--- config.mk ---
export PLATFORM = sky130hd
export DESIGN_NAME = fetch_unit
export DESIGN_NICKNAME = d
export VERILOG_FILES = /design/src/rtl/fetch_unit_pkg.sv /design/src/rtl/fetch_unit_adder30.sv /design/src/rtl/fetch_unit_fifo.sv /design/src/rtl/fetch_unit.sv
export SDC_FILE = /design/constraint.sdc
export NUM_CORES = 1
export LEC_CHECK = 0
export CAP_MARGIN = 20
export CORE_AREA = 2 2 141 143
export DETAILED_ROUTE_END_ITERATION = 10
export DIE_AREA = 0 0 143 145
export PLACE_DENSITY_LB_ADDON = 0.08
export SYNTH_ARGS = -nofsm -noshare
export SYNTH_HDL_FRONTEND = slang
export SYNTH_SLANG_ARGS = --single-unit
--- constraint.sdc ---
create_clock -name clk -period 9.8 [get_ports clk]
set_input_delay 0.98 -clock clk [delete_from_list [all_inputs] [get_ports clk]]
set_output_delay 0.98 -clock clk [all_outputs]
set_load 0.01 [all_outputs]
--- src/rtl/fetch_unit_pkg.sv ---
// ============================================================================
// Module   : fetch_unit_pkg
// Purpose  : Shared fetch FSM state encoding and default reset PC.
// Revision : 1.0 - initial release
// ============================================================================
`timescale 1ns/1ps
`default_nettype none

package fetch_unit_pkg;

  // Word address [31:2] of byte address 0x00400000
  localparam logic [29:0] c_reset_pc = 30'h100000;

  typedef enum logic [1:0] {
    ST_REQ     = 2'd0,
    ST_DISCARD = 2'd1,
    ST_IDLE    = 2'd2
  } state_e;

endpackage

`default_nettype wire

--- src/rtl/fetch_unit_adder30.sv ---
// ============================================================================
// Module   : adder30
// Purpose  : 30-bit word-address incrementer; wraps 30'h3FFFFFFF to 30'h0.
// Revision : 1.0 - initial release
// ============================================================================
`timescale 1ns/1ps
`default_nettype none

module adder30 (
  input  logic [29:0] a,
  output logic [29:0] sum
);

  assign sum = a + 30'd1;

endmodule

`default_nettype wire

--- src/rtl/fetch_unit_fifo.sv ---
// ============================================================================
// Module   : fetch_fifo
// Purpose  : Shift-register instruction buffer; entry 0 is always the head.
// Revision : 1.0 - initial release
// ============================================================================
`timescale 1ns/1ps
`default_nettype none

module fetch_fifo #(
  parameter  int DEPTH = 2,
  parameter  int WIDTH = 62,
  localparam int CW    = $clog2(DEPTH + 1)
) (
  input  logic             clk,
  input  logic             rst_n,
  input  logic             push,
  input  logic [WIDTH-1:0] push_data,
  input  logic             pop,
  input  logic             flush,
  output logic [CW-1:0]    count,
  output logic [WIDTH-1:0] head
);

  logic [CW-1:0]    r_count;
  logic [CW-1:0]    w_wr_idx;
  logic             w_pop_eff;
  logic [WIDTH-1:0] w_q [DEPTH];

  assign w_pop_eff = pop && (r_count != '0) && !flush;
  // A pop shifts everything down, so the write slot moves down with it
  assign w_wr_idx  = r_count - CW'(w_pop_eff);
  assign count     = r_count;
  assign head      = w_q[0];

  always_ff @(posedge clk or negedge rst_n) begin
    if (!rst_n) begin
      r_count <= '0;
    end else if (flush) begin
      r_count <= '0;
    end else begin
      r_count <= r_count + CW'(push) - CW'(w_pop_eff);
    end
  end

  for (genvar i = 0; i < DEPTH; i++) begin : g_entry
    logic [WIDTH-1:0] r_q;
    logic [WIDTH-1:0] w_next;

    if (i < DEPTH - 1) begin : g_shift
      assign w_next = w_q[i+1];
    end else begin : g_last
      assign w_next = r_q;
    end

    assign w_q[i] = r_q;

    always_ff @(posedge clk or negedge rst_n) begin
      if (!rst_n) begin
        r_q <= '0;
      end else if (!flush) begin
        if (push && (w_wr_idx == CW'(i))) begin
          r_q <= push_data;
        end else if (w_pop_eff) begin
          r_q <= w_next;
        end
      end
    end
  end

endmodule

`default_nettype wire

--- src/rtl/fetch_unit.sv ---
// ============================================================================
// Module   : fetch_unit
// Purpose  : Single-outstanding instruction fetcher with redirect and buffer.
// Revision : 1.0 - initial release
// ============================================================================
`timescale 1ns/1ps
`default_nettype none

module fetch_unit
  import fetch_unit_pkg::*;
#(
  parameter logic [29:0] RESET_PC = c_reset_pc,
  parameter int          DEPTH    = 2
) (
  input  logic        clk,
  input  logic        reset,
  output logic        imem_req,
  output logic [29:0] imem_addr,
  input  logic        imem_ack,
  input  logic [31:0] imem_data,
  output logic        inst_valid,
  output logic [31:0] inst,
  output logic [31:0] inst_pc,
  input  logic        inst_ready,
  input  logic        redirect,
  input  logic [29:0] redirect_pc
);

  localparam int CW = $clog2(DEPTH + 1);

  state_e        r_state;
  state_e        w_state_nxt;
  logic [29:0]   r_pc;
  logic [29:0]   w_pc_nxt;
  logic [29:0]   r_addr;
  logic [29:0]   w_addr_nxt;
  logic [29:0]   w_addr_inc;
  logic [CW-1:0] w_count;
  logic [61:0]   w_head;
  logic          w_push;
  logic          w_pop;
  logic          w_room_push;
  logic          w_room_idle;

  adder30 u_inc (
    .a   (r_addr),
    .sum (w_addr_inc)
  );

  fetch_fifo #(
    .DEPTH (DEPTH),
    .WIDTH (62)
  ) u_fifo (
    .clk       (clk),
    .rst_n     (reset),
    .push      (w_push),
    .push_data ({imem_data, r_addr}),
    .pop       (w_pop),
    .flush     (redirect),
    .count     (w_count),
    .head      (w_head)
  );

  assign w_pop       = inst_valid && inst_ready && !redirect;
  assign w_room_push = (int'(w_count) + 1 - int'(w_pop)) < DEPTH;
  assign w_room_idle = (int'(w_count) - int'(w_pop)) < DEPTH;

  assign imem_req   = (r_state != ST_IDLE);
  assign imem_addr  = r_addr;
  assign inst_valid = (w_count != '0);
  assign inst       = w_head[61:30];
  assign inst_pc    = {w_head[29:0], 2'b00};

  always_comb begin
    w_state_nxt = r_state;
    w_pc_nxt    = r_pc;
    w_addr_nxt  = r_addr;
    w_push      = 1'b0;
    case (r_state)
      ST_REQ: begin
        if (redirect) begin
          w_pc_nxt = redirect_pc;
          if (imem_ack) begin
            w_addr_nxt = redirect_pc;
          end else begin
            // imem_addr must stay put until the stale fetch is acked
            w_state_nxt = ST_DISCARD;
          end
        end else if (imem_ack) begin
          w_push      = 1'b1;
          w_pc_nxt    = w_addr_inc;
          w_addr_nxt  = w_addr_inc;
          w_state_nxt = w_room_push ? ST_REQ : ST_IDLE;
        end
      end
      ST_DISCARD: begin
        if (redirect) begin
          w_pc_nxt = redirect_pc;
        end
        if (imem_ack) begin
          w_addr_nxt  = w_pc_nxt;
          w_state_nxt = ST_REQ;
        end
      end
      ST_IDLE: begin
        if (redirect) begin
          w_pc_nxt    = redirect_pc;
          w_addr_nxt  = redirect_pc;
          w_state_nxt = ST_REQ;
        end else if (w_room_idle) begin
          w_state_nxt = ST_REQ;
        end
      end
      default: begin
        w_state_nxt = ST_REQ;
      end
    endcase
  end

  always_ff @(posedge clk or negedge reset) begin
    if (!reset) begin
      r_state <= ST_REQ;
      r_pc    <= RESET_PC;
      r_addr  <= RESET_PC;
    end else begin
      r_state <= w_state_nxt;
      r_pc    <= w_pc_nxt;
      r_addr  <= w_addr_nxt;
    end
  end

endmodule

`default_nettype wire

==> results.tsv <==
stage	metric	value	unit
pwr	pwr_density_cell	307	mW/mm2
floorplanning	die_x	143	um
place	place_ws	6.03	ns
synthesis	ys_ff_latch	188	
worst_setup_path	critical_path_required	10.12	ns
place	hpwl	15.0	mm
worst_setup_path	slowest_stage	buf_4	
pwr	internal-power	0.00225	W
synthesis	avgSynthCellArea	10.3	um2
sta	min_period	3.32	ns
worst_setup_path	start_kind	primary input	
synthesis	yosysSeqAreaShare	49.8	%
layout	antenna_cells	0	
floorplanning	fp-row-count	51	
min_path	hp-class	reg -> reg	
job	maxCapViolCount	0	
synthesis	ys_types	63	
clock_network	clkLatencyLatePin	0.44	ns
layout	fin_nets	1110	
sta	fmax	0.301	GHz
floorplanning	die_area	0.0207	mm2
clock_network	clock_sinks	188	
clock_network	htreeDepth	4	
worst_setup_path	critPathLaunch	redirect	
sta	final_hold_viol_count	0	
drt	wl_per_cell	18.2	um
drt	vias_per_cell	5.81	
sta	fin_ws	6.48	ns
drt	wl	23.9	mm
worst_setup_path	regToRegEndpoint	r_pc[24]$_DFFE_PN0P_	
floorplanning	initial_core_util	49.2	%
floorplanning	die_h	145	um
clock_network	cts_tree	built	
drt	ant_nets	0	
drt	drt_iter0_drc	626	
layout	drive_gt1_share	12.1	%
clock_network	hold_buffers	0	
layout	fillers	1598	
drt	dr_total_vias	7632	
clock_network	cts-buffers-inserted	17	
layout	final_core_util	61.5	%
worst_setup_path	critical_path_buf_inv_count	4	
worst_setup_path	cp_cell_sequence	clkdlybuf4s50_1, buf_4, clkinv_1, and3_4, ha_1, nor3_2, buf_4, mux2_2	
worst_setup_path	crit_type	in -> reg	
sta	setup_viol	0	
sta	rsz0062_at_grt	no	
pwr	p_leak	4.65	nW
pwr	ir_drop	0.151	mV
sta	fin_setup_tns	0	ns
worst_setup_path	path_common_cell	buf_4	
pwr	switchingPower	0.00137	W
clock_network	root_buffer	clkbuf_16	
sta	skew	0.0113	ns
sta	min_period_over_period	33.9	%
synthesis	syn_area	0.00945	mm2
pwr	comb_power_share	40.0	%
drt	dr.pass1.iters	7	
clock_network	cts_resized	0	
global_route	antenna_found_initial	0	
worst_setup_path	timing.rr.start	imem_addr[0]$_DFFE_PN0P_	
worst_setup_path	ff2ff_path_depth	6	
place	numPortBuffers	160	
layout	area_delta_synth_final	24.9	%
worst_setup_path	r2r_slack	6.78	ns
worst_setup_path	cp.depth	8	
synthesis	ys_async_sr_fraction	100	%
status	status	complete, no violations	
pwr	p_clk_share	19.0	%
global_route	grt_pass1_wl	39.6	mm
clock_network	cts.clk_slew.worst_paths	0.07	ns
worst_setup_path	crit_family	buffers and inverters	
synthesis	synth-edff-count	0	
floorplanning	core	0.0192	mm2
global_route	grt_pass1_vias	7510	
global_route	grt_max_degree	120	
drt	route.detailed.drc	0	
worst_setup_path	cp.arrival	3.64	ns
clock_network	clk_path_buf_depth	2	
sta	drv_slew	0	
worst_setup_path	crit_path_end_kind	flop	
worst_setup_path	endpoint	u_fifo.g_entry[0].w_next[27]$_DFFE_PN0P_	
global_route	grt_usage	23.6	%
worst_setup_path	cpPeakStageDelay	0.50	ns
global_route	grt_overflow	0	
pwr	power.total	0.00362	W
pwr	seq_power_share	41.1	%
clock_network	cts_setup_buffers	0	
worst_setup_path	crit_fanout	47	
sta	tightestPinTransition	1.12	ns
synthesis	netlist_instances	922	
synthesis	synth_ff_type	dfrtp_1	
floorplanning	boundaryPins	163	
sta	slew_headroom	25.2	%
pwr	p_sw_share	37.9	%
place	gp_congestion	0.804	
synthesis	ys_warn_count	0	
## worst register-to-register path, stage by stage (launching register included)
cell	delay [ns]
dfrtp_1	0.63
ha_1	0.27
nand3_1	0.47
or3_1	0.61
o31a_1	0.33
o311ai_0	0.42
o21ai_0	0.14
## power by group through the flow
stage | Sequential, W | Clock [W] | Combinational [W]
finish | 0.00149 | 0.000687 | 0.00145
global route | 0.00154 | 0.000733 | 0.00160
CTS | 0.00149 | 0.000701 | 0.00145
detailed placement | 0.00150 | 0 | 0.00145
global placement | 0.00149 | 0 | 0.00142
floorplan | 0.00145 | 0 | 0.000839
## routing by layer
layer	GRT usage [%]	share of wire [%]	vias up
met2	37.6	47	261
met3	4.36	5.8	42
li1	-	-	3621
met1	32.7	45	3708
met5	0	0	-
met4	7.77	2.1	0
## synth_stat cells (9+ instances only)
master    instances  area, um2
a221oi_1         23        201
mux2_2           63        709
a21oi_1          31        155
a22oi_1          33        248
o21ai_0         103        515
nand2_1         104        390
dfrtp_1         186       4650
o221ai_1          9       78.8
nand3_1          12       60.1
inv_1            13       48.8
nor2_1           48        180
clkbuf_1         70        263
mux2i_1          69        691
## sequential cells by signal (all words and copies together) (netlist names)
register / cells
u_fifo.g_entry.w_next: 62
u_fifo.head: 62
imem_addr: 30
r_pc: 30
r_state: 2
u_fifo.count: 2
## through the flow
step                      area (um2)  hold WS, ns  std cells
after floorplan                 9460        0.467        923
after global placement         11200        0.489       1280
final                          11800        0.509       1313
after CTS                      11800        0.512       1312
after global routing           11800        0.523       1313
after detailed placement       11200        0.495       1280
## worst min-delay path by stage
stage	slack (ns)	from	end	depth (start not counted)
after global placement	0.49	u_fifo.g_entry[0].w_next[59]$_DFFE_PN0P_	u_fifo.g_entry[0].w_next[59]$_DFFE_PN0P_	1
after global routing	0.52	u_fifo.g_entry[0].w_next[35]$_DFFE_PN0P_	u_fifo.g_entry[0].w_next[35]$_DFFE_PN0P_	1
after CTS	0.51	u_fifo.g_entry[0].w_next[12]$_DFFE_PN0P_	u_fifo.g_entry[0].w_next[12]$_DFFE_PN0P_	1
final	0.51	u_fifo.g_entry[0].w_next[12]$_DFFE_PN0P_	u_fifo.g_entry[0].w_next[12]$_DFFE_PN0P_	1
after detailed placement	0.50	u_fifo.g_entry[0].w_next[12]$_DFFE_PN0P_	u_fifo.g_entry[0].w_next[12]$_DFFE_PN0P_	1
after floorplan	0.47	r_pc[17]$_DFFE_PN0P_	r_pc[17]$_DFFE_PN0P_	2
## cell type report
type | instances | area (um2) | area share [%]
clock inverter | 14 | 154 | 1.30
timing repair buffer | 174 | 1720 | 14.6
sequential | 188 | 4710 | 39.9
inverter | 14 | 52.6 | 0.445
tap | 265 | 332 | 2.81
multi-input combinational | 640 | 4400 | 37.3
clock buffer | 18 | 439 | 3.72
## layout by cell type, fill, tap and decap left out, types with 6 or more instances in the layout
master,n
o31ai_1,6
nand2_1,104
ha_1,8
dfrtp_1,186
inv_1,13
nand2b_1,8
a222oi_1,6
a21oi_1,31
o21ai_0,103
mux2i_1,69
mux2_2,63
nor2_1,48
buf_4,13
clkbuf_16,17
nor4_1,8
or3_1,8
nand3_1,11
xnor2_1,6
a31oi_1,6
clkdlybuf4s50_1,159
a22oi_1,33
a221oi_1,23
xor2_1,6
or4_1,8
o221ai_1,9
## kinds of logic (layout without fill, tap and decap cells)
family | after synthesis | count (layout) | share of synthesized area, %
adder cells (fa/ha/maj) | 8 | 8 | 1.06
multiplexers | 132 | 132 | 14.8
AO/OA/AOI/OAI | 260 | 260 | 18.1
buffers and inverters | 95 | 220 | 3.93
AND/OR/NAND/NOR | 226 | 226 | 11.1
flip-flops | 188 | 188 | 49.8
other | 1 | 2 | 0.0397
XOR/XNOR | 12 | 12 | 1.11
Note: power is estimated with default switching activity, not from simulation.
